--- src/rtl/cnn_div_pkg.sv ---
// Shared widths and state encoding for the sequential 30/16 unsigned divider.
// Imported by the divider top and its single-step datapath.
package cnn_div_pkg;

  localparam int DIVIDEND_W = 30;
  localparam int DIVISOR_W  = 16;
  localparam int QUOT_W     = 14;
  localparam int CNT_W      = $clog2(DIVIDEND_W);

  typedef enum logic [1:0] {
    IDLE = 2'd0,
    RUN  = 2'd1,
    DONE = 2'd2
  } state_e;

endpackage

--- src/rtl/cnn_div_step.sv ---
// One restoring-division step: shift in the next dividend bit, subtract the
// divisor when it fits, and emit the resulting quotient bit.
module cnn_div_step
  import cnn_div_pkg::*;
(
  input  logic [DIVISOR_W:0]   i_rem,
  input  logic                 i_bit,
  input  logic [DIVISOR_W-1:0] i_divisor,
  output logic [DIVISOR_W:0]   o_rem,
  output logic                 o_qbit
);

  logic [DIVISOR_W+1:0] w_shifted;
  logic [DIVISOR_W:0]   w_diff;

  assign w_shifted = {i_rem, i_bit};
  assign o_qbit    = (w_shifted >= {2'b00, i_divisor});
  // The partial remainder stays below the divisor, so a fitting subtraction
  // always lands inside DIVISOR_W+1 bits and the narrower difference suffices.
  assign w_diff    = w_shifted[DIVISOR_W:0] - {1'b0, i_divisor};
  assign o_rem     = o_qbit ? w_diff : w_shifted[DIVISOR_W:0];

endmodule

--- src/rtl/cnn_div_seq_30ns_16ns.sv ---
// Iterative unsigned restoring divider, 30-bit dividend by 16-bit divisor,
// one quotient bit per enabled cycle with valid/ready on both sides.
module cnn_div_seq_30ns_16ns
  import cnn_div_pkg::*;
(
  input  logic                  clk,
  input  logic                  reset,
  input  logic                  ce,
  input  logic                  in_valid,
  output logic                  in_ready,
  input  logic [DIVIDEND_W-1:0] dividend,
  input  logic [DIVISOR_W-1:0]  divisor,
  output logic                  out_valid,
  input  logic                  out_ready,
  output logic [DIVIDEND_W-1:0] quotient,
  output logic [DIVISOR_W-1:0]  remainder,
  output logic                  overflow,
  output logic                  div_by_zero
);

  state_e                r_state;
  state_e                w_next;
  logic [DIVISOR_W-1:0]  r_divisor;
  logic [DIVIDEND_W-1:0] r_shift;
  logic [DIVISOR_W:0]    r_rem;
  logic [CNT_W-1:0]      r_cnt;
  logic [DIVIDEND_W-1:0] r_quotient;
  logic [DIVISOR_W-1:0]  r_remainder;
  logic                  r_overflow;
  logic                  r_div_by_zero;

  logic [DIVISOR_W:0]    w_step_rem;
  logic                  w_qbit;
  logic [DIVIDEND_W-1:0] w_quot_next;
  logic                  w_zero_div;
  logic                  w_last;

  cnn_div_step u_step (
    .i_rem     (r_rem),
    .i_bit     (r_shift[DIVIDEND_W-1]),
    .i_divisor (r_divisor),
    .o_rem     (w_step_rem),
    .o_qbit    (w_qbit)
  );

  // Dividend bits leave at the MSB while quotient bits enter at the LSB.
  assign w_quot_next = {r_shift[DIVIDEND_W-2:0], w_qbit};
  assign w_zero_div  = (divisor == '0);
  assign w_last      = (r_cnt == CNT_W'(DIVIDEND_W - 1));

  // NOTE: sequential state uses non-blocking assignments so every register
  // samples the pre-edge values, independent of statement order.
  always_ff @(posedge clk) begin
    if (!reset) begin
      r_state <= IDLE;
    end else if (ce) begin
      r_state <= w_next;
    end
  end

  // NOTE: every output of this block gets a default first, so no path can
  // leave a value unassigned and infer a latch.
  always_comb begin
    w_next    = r_state;
    in_ready  = 1'b0;
    out_valid = 1'b0;
    case (r_state)
      IDLE: begin
        in_ready = 1'b1;
        if (in_valid) w_next = w_zero_div ? DONE : RUN;
      end
      RUN: begin
        if (w_last) w_next = DONE;
      end
      DONE: begin
        out_valid = 1'b1;
        if (out_ready) w_next = IDLE;
      end
      default: w_next = IDLE;
    endcase
  end

  always_ff @(posedge clk) begin
    if (!reset) begin
      r_divisor     <= '0;
      r_shift       <= '0;
      r_rem         <= '0;
      r_cnt         <= '0;
      r_quotient    <= '0;
      r_remainder   <= '0;
      r_overflow    <= 1'b0;
      r_div_by_zero <= 1'b0;
    end else if (ce) begin
      case (r_state)
        IDLE: begin
          if (in_valid) begin
            r_divisor <= divisor;
            r_shift   <= dividend;
            r_rem     <= '0;
            r_cnt     <= '0;
            if (w_zero_div) begin
              r_quotient    <= '1;
              r_remainder   <= dividend[DIVISOR_W-1:0];
              r_overflow    <= 1'b1;
              r_div_by_zero <= 1'b1;
            end
          end
        end
        RUN: begin
          r_rem   <= w_step_rem;
          r_shift <= w_quot_next;
          r_cnt   <= r_cnt + CNT_W'(1);
          if (w_last) begin
            r_quotient    <= w_quot_next;
            r_remainder   <= w_step_rem[DIVISOR_W-1:0];
            r_overflow    <= |w_quot_next[DIVIDEND_W-1:QUOT_W];
            r_div_by_zero <= 1'b0;
          end
        end
        default: ;
      endcase
    end
  end

  assign quotient    = r_quotient;
  assign remainder   = r_remainder;
  assign overflow    = r_overflow;
  assign div_by_zero = r_div_by_zero;

endmodule

--- config.mk ---
export PLATFORM = sky130hd
export DESIGN_NAME = cnn_div_seq_30ns_16ns
export DESIGN_NICKNAME = d
export VERILOG_FILES = /design/src/rtl/cnn_div_pkg.sv /design/src/rtl/cnn_div_step.sv /design/src/rtl/cnn_div_seq_30ns_16ns.sv
export SDC_FILE = /design/constraint.sdc
export NUM_CORES = 1
export LEC_CHECK = 0
export BUFFER_PORTS_ARGS = -buffer_cell sky130_fd_sc_hd__buf_2
export CAP_MARGIN = 0
export CORE_MARGIN = 1
export CORE_UTILIZATION = 39
export DETAILED_ROUTE_END_ITERATION = 6
export PLACE_DENSITY = 0.6
export SLEW_MARGIN = 15
export SYNTH_ARGS = -nofsm -noshare
export SYNTH_HDL_FRONTEND = slang
export SYNTH_SLANG_ARGS = --single-unit
--- constraint.sdc ---
create_clock -name clk -period 2.9 [get_ports clk]
set_clock_uncertainty 0.15 [all_clocks]
set_input_delay 0.29 -clock clk [delete_from_list [all_inputs] [get_ports clk]]
set_output_delay 0.29 -clock clk [all_outputs]
set_load 0.02 [all_outputs]
Word level (Yosys, flattened, before mapping)
Cells that the tools add are included.
- bits in registers: 118
- input port bits: 51
- output and inout port bits: 50
- equality and inequality tests: 7
- order comparisons: 1
- $add $sub $neg: 2
- reductions and logical operators: 8
- muxes and demuxes: 28
- operator list (operator ; number):
    $mux 30 ; 4
    $pmux 30 s2 ; 2
    $mux 16 ; 3
    $mux 17 ; 2
    $pmux 17 s2 ; 1
    $pmux 16 s2 ; 1
    $ge 18x16->1 ; 1
    $sub 17x16->17 ; 1
    $logic_not 16->1 ; 1
    $reduce_or 16->1 ; 1
    $pmux 5 s2 ; 1
    $mux 2 ; 4
    $ne 2x2->1 const B ; 4
    $mux 1 ; 6
    $pmux 2 s3 ; 1
    $reduce_and 3->1 ; 2
    $add 5x1->5 const B ; 1
    $eq 5x5->1 const B ; 1
    $mux 5 ; 1
    $reduce_and 5->1 ; 1
    $pmux 1 s2 ; 2
    $reduce_and 4->1 ; 1
    $eq 2x1->1 const B ; 1
    $eq 2x2->1 const B ; 1
    other kinds (2) ; 2

Depth between registers and ports, before layout
- word-level depth: 4
- depth in mapped cells: 13

Cells and area by module
A second synthesis with hierarchy kept.
- cells, all modules: 680
- area total of the unflattened synthesis: 5801.8 um2
- by module, submodules not included (module ; sequential area each (um2) ; times used ; area an instance (um2) ; cells each):
    cnn_div_seq_30ns_16ns ; 2362.3 ; 1 ; 4733.3 ; 521
    cnn_div_step ; 0.0 ; 1 ; 1068.5 ; 159

Least setup slack after synthesis
OpenSTA, ideal clock, no wires.
- path type: reg-to-reg
- start point: register r_shift[29]
- end point: register r_rem[12]
- path buffers: 0
- stages on the path, launching flop included: 13
- period minus slack after synthesis: 2.679 ns
- required time: 2.635 ns
- data arrival time: 2.414 ns
- slack: 0.221 ns
- cells stage by stage: dfxtp_1 inv_1 ha_1 inv_1 fa_1 a21oi_1 o211ai_1 a21o_1 nand3_1 nand2_8 mux2_2 a22o_1 and2_1
- word-level cells in the longest chain between the ends: 3
- elaborated cells on any way between the ends: 4
- classes of those cells: add/sub (1); order compare (1); mux (2)
- RTL lines (item ; line ; RTL):
    start: declaration ; cnn_div_seq_30ns_16ns.sv:24 ; logic [DIVIDEND_W-1:0] r_shift;
    start signal: assignment ; cnn_div_seq_30ns_16ns.sv:98 ; r_shift <= dividend;
    start signal: assignment ; cnn_div_seq_30ns_16ns.sv:111 ; r_shift <= w_quot_next;
    $sub 17x16->17 or $ge 18x16->1 (tied branches) ; cnn_div_step.sv:20, cnn_div_step.sv:17 ;
    $mux 17 (*) ; cnn_div_step.sv:21 ; assign o_rem = o_qbit ? w_diff : w_shifted[DIVISOR_W:0];
    $pmux 17 s2 (*) ; cnn_div_seq_30ns_16ns.sv:94 ; case (r_state)
    end signal: assignment ; cnn_div_seq_30ns_16ns.sv:110 ; r_rem <= w_step_rem;
    end: declaration ; cnn_div_seq_30ns_16ns.sv:25 ; logic [DIVISOR_W:0] r_rem;
Mark *: on every way between the ends. The rest lies on a longest branch, timed or not.
A chain may end at the register's enable or synchronous reset.

Worst setup path in the final report
- start point: register r_divisor[12]
- end point: register r_rem[5]
- word-level cells in the longest chain between the ends: 3
- RTL lines (item ; line ; RTL):
    start: declaration ; cnn_div_seq_30ns_16ns.sv:23 ; logic [DIVISOR_W-1:0] r_divisor;
    start signal: assignment ; cnn_div_seq_30ns_16ns.sv:97 ; r_divisor <= divisor;
    $ge 18x16->1 ; cnn_div_step.sv:17 ; assign o_qbit = (w_shifted >= {2'b00, i_divisor});
    $mux 17 ; cnn_div_step.sv:21 ;
    $pmux 17 s2 ; cnn_div_seq_30ns_16ns.sv:94 ;
Every way passes these cells.

==> metrics.txt <==
internal power approximately 3.9 mW; CTS Buf Count 17; fmax roughly 360 MHz; Setup-failing EPs final 0; routed wire length 17,300 um; hold path startpoint divisor[0]; sequential element share of the synthesized area 0.404; Critical Path Source r_divisor[12]; Period minus WS final roughly 2.8 ns; Gate Count Post-Synth 725; Synth Area per Inst 8.06 um^2; post-synthesis cell type count 60; total number of vias approximately 5,700; post-layout util 0.528; crit-path max FO 6; status completed; final instance area 7700 um^2; DRT Pass-1 Iters 5; Net Sw Power about 1.9 mW; CORE AREA approximately 15,000 um^2; initial antenna violation count 0; Routed Antenna Nets 0; Yosys warning count 0; Reg2Reg Launch Point r_divisor[12]; WS Path Type reg -> reg; VDD IR max between 0.0004 and 0.0005 V; clock latency at the later pin of the worst-skew pair 0.42 ns; Horiz. Die Dim 124 um; placed cell area roughly 6700 um^2; Hold WS ~0.0091 ns; fin. max-slew vios 0; largest net degree at the start of global routing 57; Total GRT Usage 0.228; Final Hold Fails 0; initial drt markers 363; Max-Cap Viols 0; htree depth 4; Clock Power Share 0.368; vias in the first global route 5,395; worst-margin pin slew ~0.63 ns; Async SR Flop Fraction 0; fillers 1,376; area grow syn2layout 31.8%; Combinational Power Share 0.316; area of the multi-input gates approximately 3300 um^2; register area about 2400 um^2; Synth Net Count roughly 800; EDFF count, synth 0; Min-Delay Path Class in -> reg; leakage 3.40 nW; IO Port Bufs 100; commonest non-fill, non-tap cell in the layout nand2_1; # IOs 101; Antenna Cells 0; CTS root buf clkbuf_16; layout cells sized above 1 0.236; most frequent cells in the layout 130 x nand2_1, 117 x dfxtp_1, 100 x buf_2; clock sinks between 100 and 150; sequential power share 0.316; global placement routability congestion approximately 0.8; FF+latch count, synth roughly 120; # DRC 0; final worst-path cycle share 0.962; Worst slew margin 0.581; Arrival @ worst endpoint just under 3 ns; power per cell area approximately 750 nW/um^2; RSZ-0062 raised after global routing true; switching share of power 0.326; vias per inst around 5.3; ys flop type dfxtp_1; Non-Filler Instances between 1,000 and 1,500; Placed Cells about 1,000; Die Area about 15,000 um^2; final net count between 900 and 1,000; first-pass GRT wire length between 20,000 and 30,000 um; die span in y 124 um; Netlist Area Pre-Place roughly 5800 um^2; Setup crit end kind flip-flop; WP data required about 3.1 ns; GR Overflow Total 0; critical path launch point type flip-flop; detailed placement HPWL roughly 12,000 um; Tot Pwr 5.76 mW; clock slew at reported path FFs ~0.060 ns; Initial Util 0.401; routed length per placed instance 16.3 um; TritonCTS clock tree done; Core Rows 44; clock tree buffer depth 2
## cells in the mapped netlist, types with 6 or more instances
library cell,number,share of area
a311oi_1,23,0.034
o211ai_1,6,0.0077
dfxtp_1,118,0.40
a21boi_0,8,0.010
nand3_1,18,0.015
xor2_1,7,0.010
and2_1,10,0.011
o211a_1,13,0.022
a21o_1,11,0.014
a211oi_1,29,0.037
mux2i_1,8,0.014
nor2_1,99,0.064
a21oi_1,36,0.031
xnor2_1,6,0.0090
nor4_1,7,0.0075
nand4_1,6,0.0064
inv_1,21,0.013
a31oi_1,6,0.0064
nand2_1,132,0.085
clkbuf_1,37,0.024
ha_1,18,0.039
o21ai_0,23,0.020
nor2b_1,10,0.011
## flip-flops by register name (all words and copies together), names as in the netlist
signal	count
r_cnt	5
r_shift	30
div_by_zero	1
quotient	30
r_rem	17
remainder	16
r_divisor	16
r_state	2
overflow	1
## through the flow
| stage | TNS, ns | worst slack [ns] |
|---|---|---|
| 2_1_floorplan | 0 | 0.221 |
| 3_3_place_gp | 0 | 0.117 |
| 3_5_place_dp | 0 | 0.00584 |
| 4_1_cts | 0 | 0.0323 |
| 5_1_grt | -0.0172 | -0.0125 |
| 6_report | 0 | 0.110 |
## cells by family (layout without fill, tap and decap cells)
group / count (synthesis) / in the layout / synth area share
compound gates: 186 / 186 / 0.232
mux: 14 / 14 / 0.0253
flops: 118 / 118 / 0.404
buf+inv: 68 / 224 / 0.0473
simple gates: 307 / 308 / 0.230
xor+xnor: 13 / 13 / 0.0195
fa+ha+maj: 19 / 19 / 0.0419
## timing repair
| item | 4_1_cts | 5_1_grt |
|---|---|---|
| gates resized for setup | 1 | 17 |
| setup endpoints to repair | 3 | 44 |
| endpoints found under the hold margin | 28 | 0 |
| cloned | 0 | 1 |
| hold buffers | 28 | 0 |
| setup buffers | 0 | 7 |
| pin swaps | 0 | 8 |
## layer usage
layer / vias up / share of wire / GRT usage
met3: 12 / 0.046 / 0.0546
met2: 134 / 0.48 / 0.372
li1: 2852 / - / -
met1: 2683 / 0.47 / 0.296
met5: - / 0 / 0
met4: 0 / 0.011 / 0.0680
## power groups by stage
stage	combinational [mW]	sequential (mW)	clock (mW)
4_1_cts	1.63	1.82	2.15
5_1_grt	1.99	1.83	2.21
6_report	1.82	1.82	2.12
3_3_place_gp	1.57	1.85	0
3_5_place_dp	1.58	1.85	0
2_1_floorplan	1.11	1.86	0
## worst max-delay path, stage by stage (launching register included)
cell and delay (ns):
dfxtp_1 0.34, inv_1 0.06, ha_1 0.32, buf_4 0.17, a21o_1 0.20, a21oi_1 0.14
nand2_1 0.13, a31oi_4 0.37, nand2_8 0.12, mux2_4 0.33, a22o_1 0.20, and2_1 0.15
## worst paths after layout
kind	end	slack, ns	cells after the start
setup reg to reg	r_rem[5]	0.11	11
hold reg to reg	remainder[8]	0.30	2
hold / removal	r_divisor[0]	0.009	3
setup / recovery	r_rem[5]	0.11	11
## final cells by class
type,count,share of cell area
timing repair buffer,170,0.148
sequential,118,0.307
clock inverter,10,0.0158
tap,184,0.0299
multi-input combinational,540,0.428
clock buffer,22,0.0615
inverter,22,0.0107
Power figures use the tool's default switching activity.
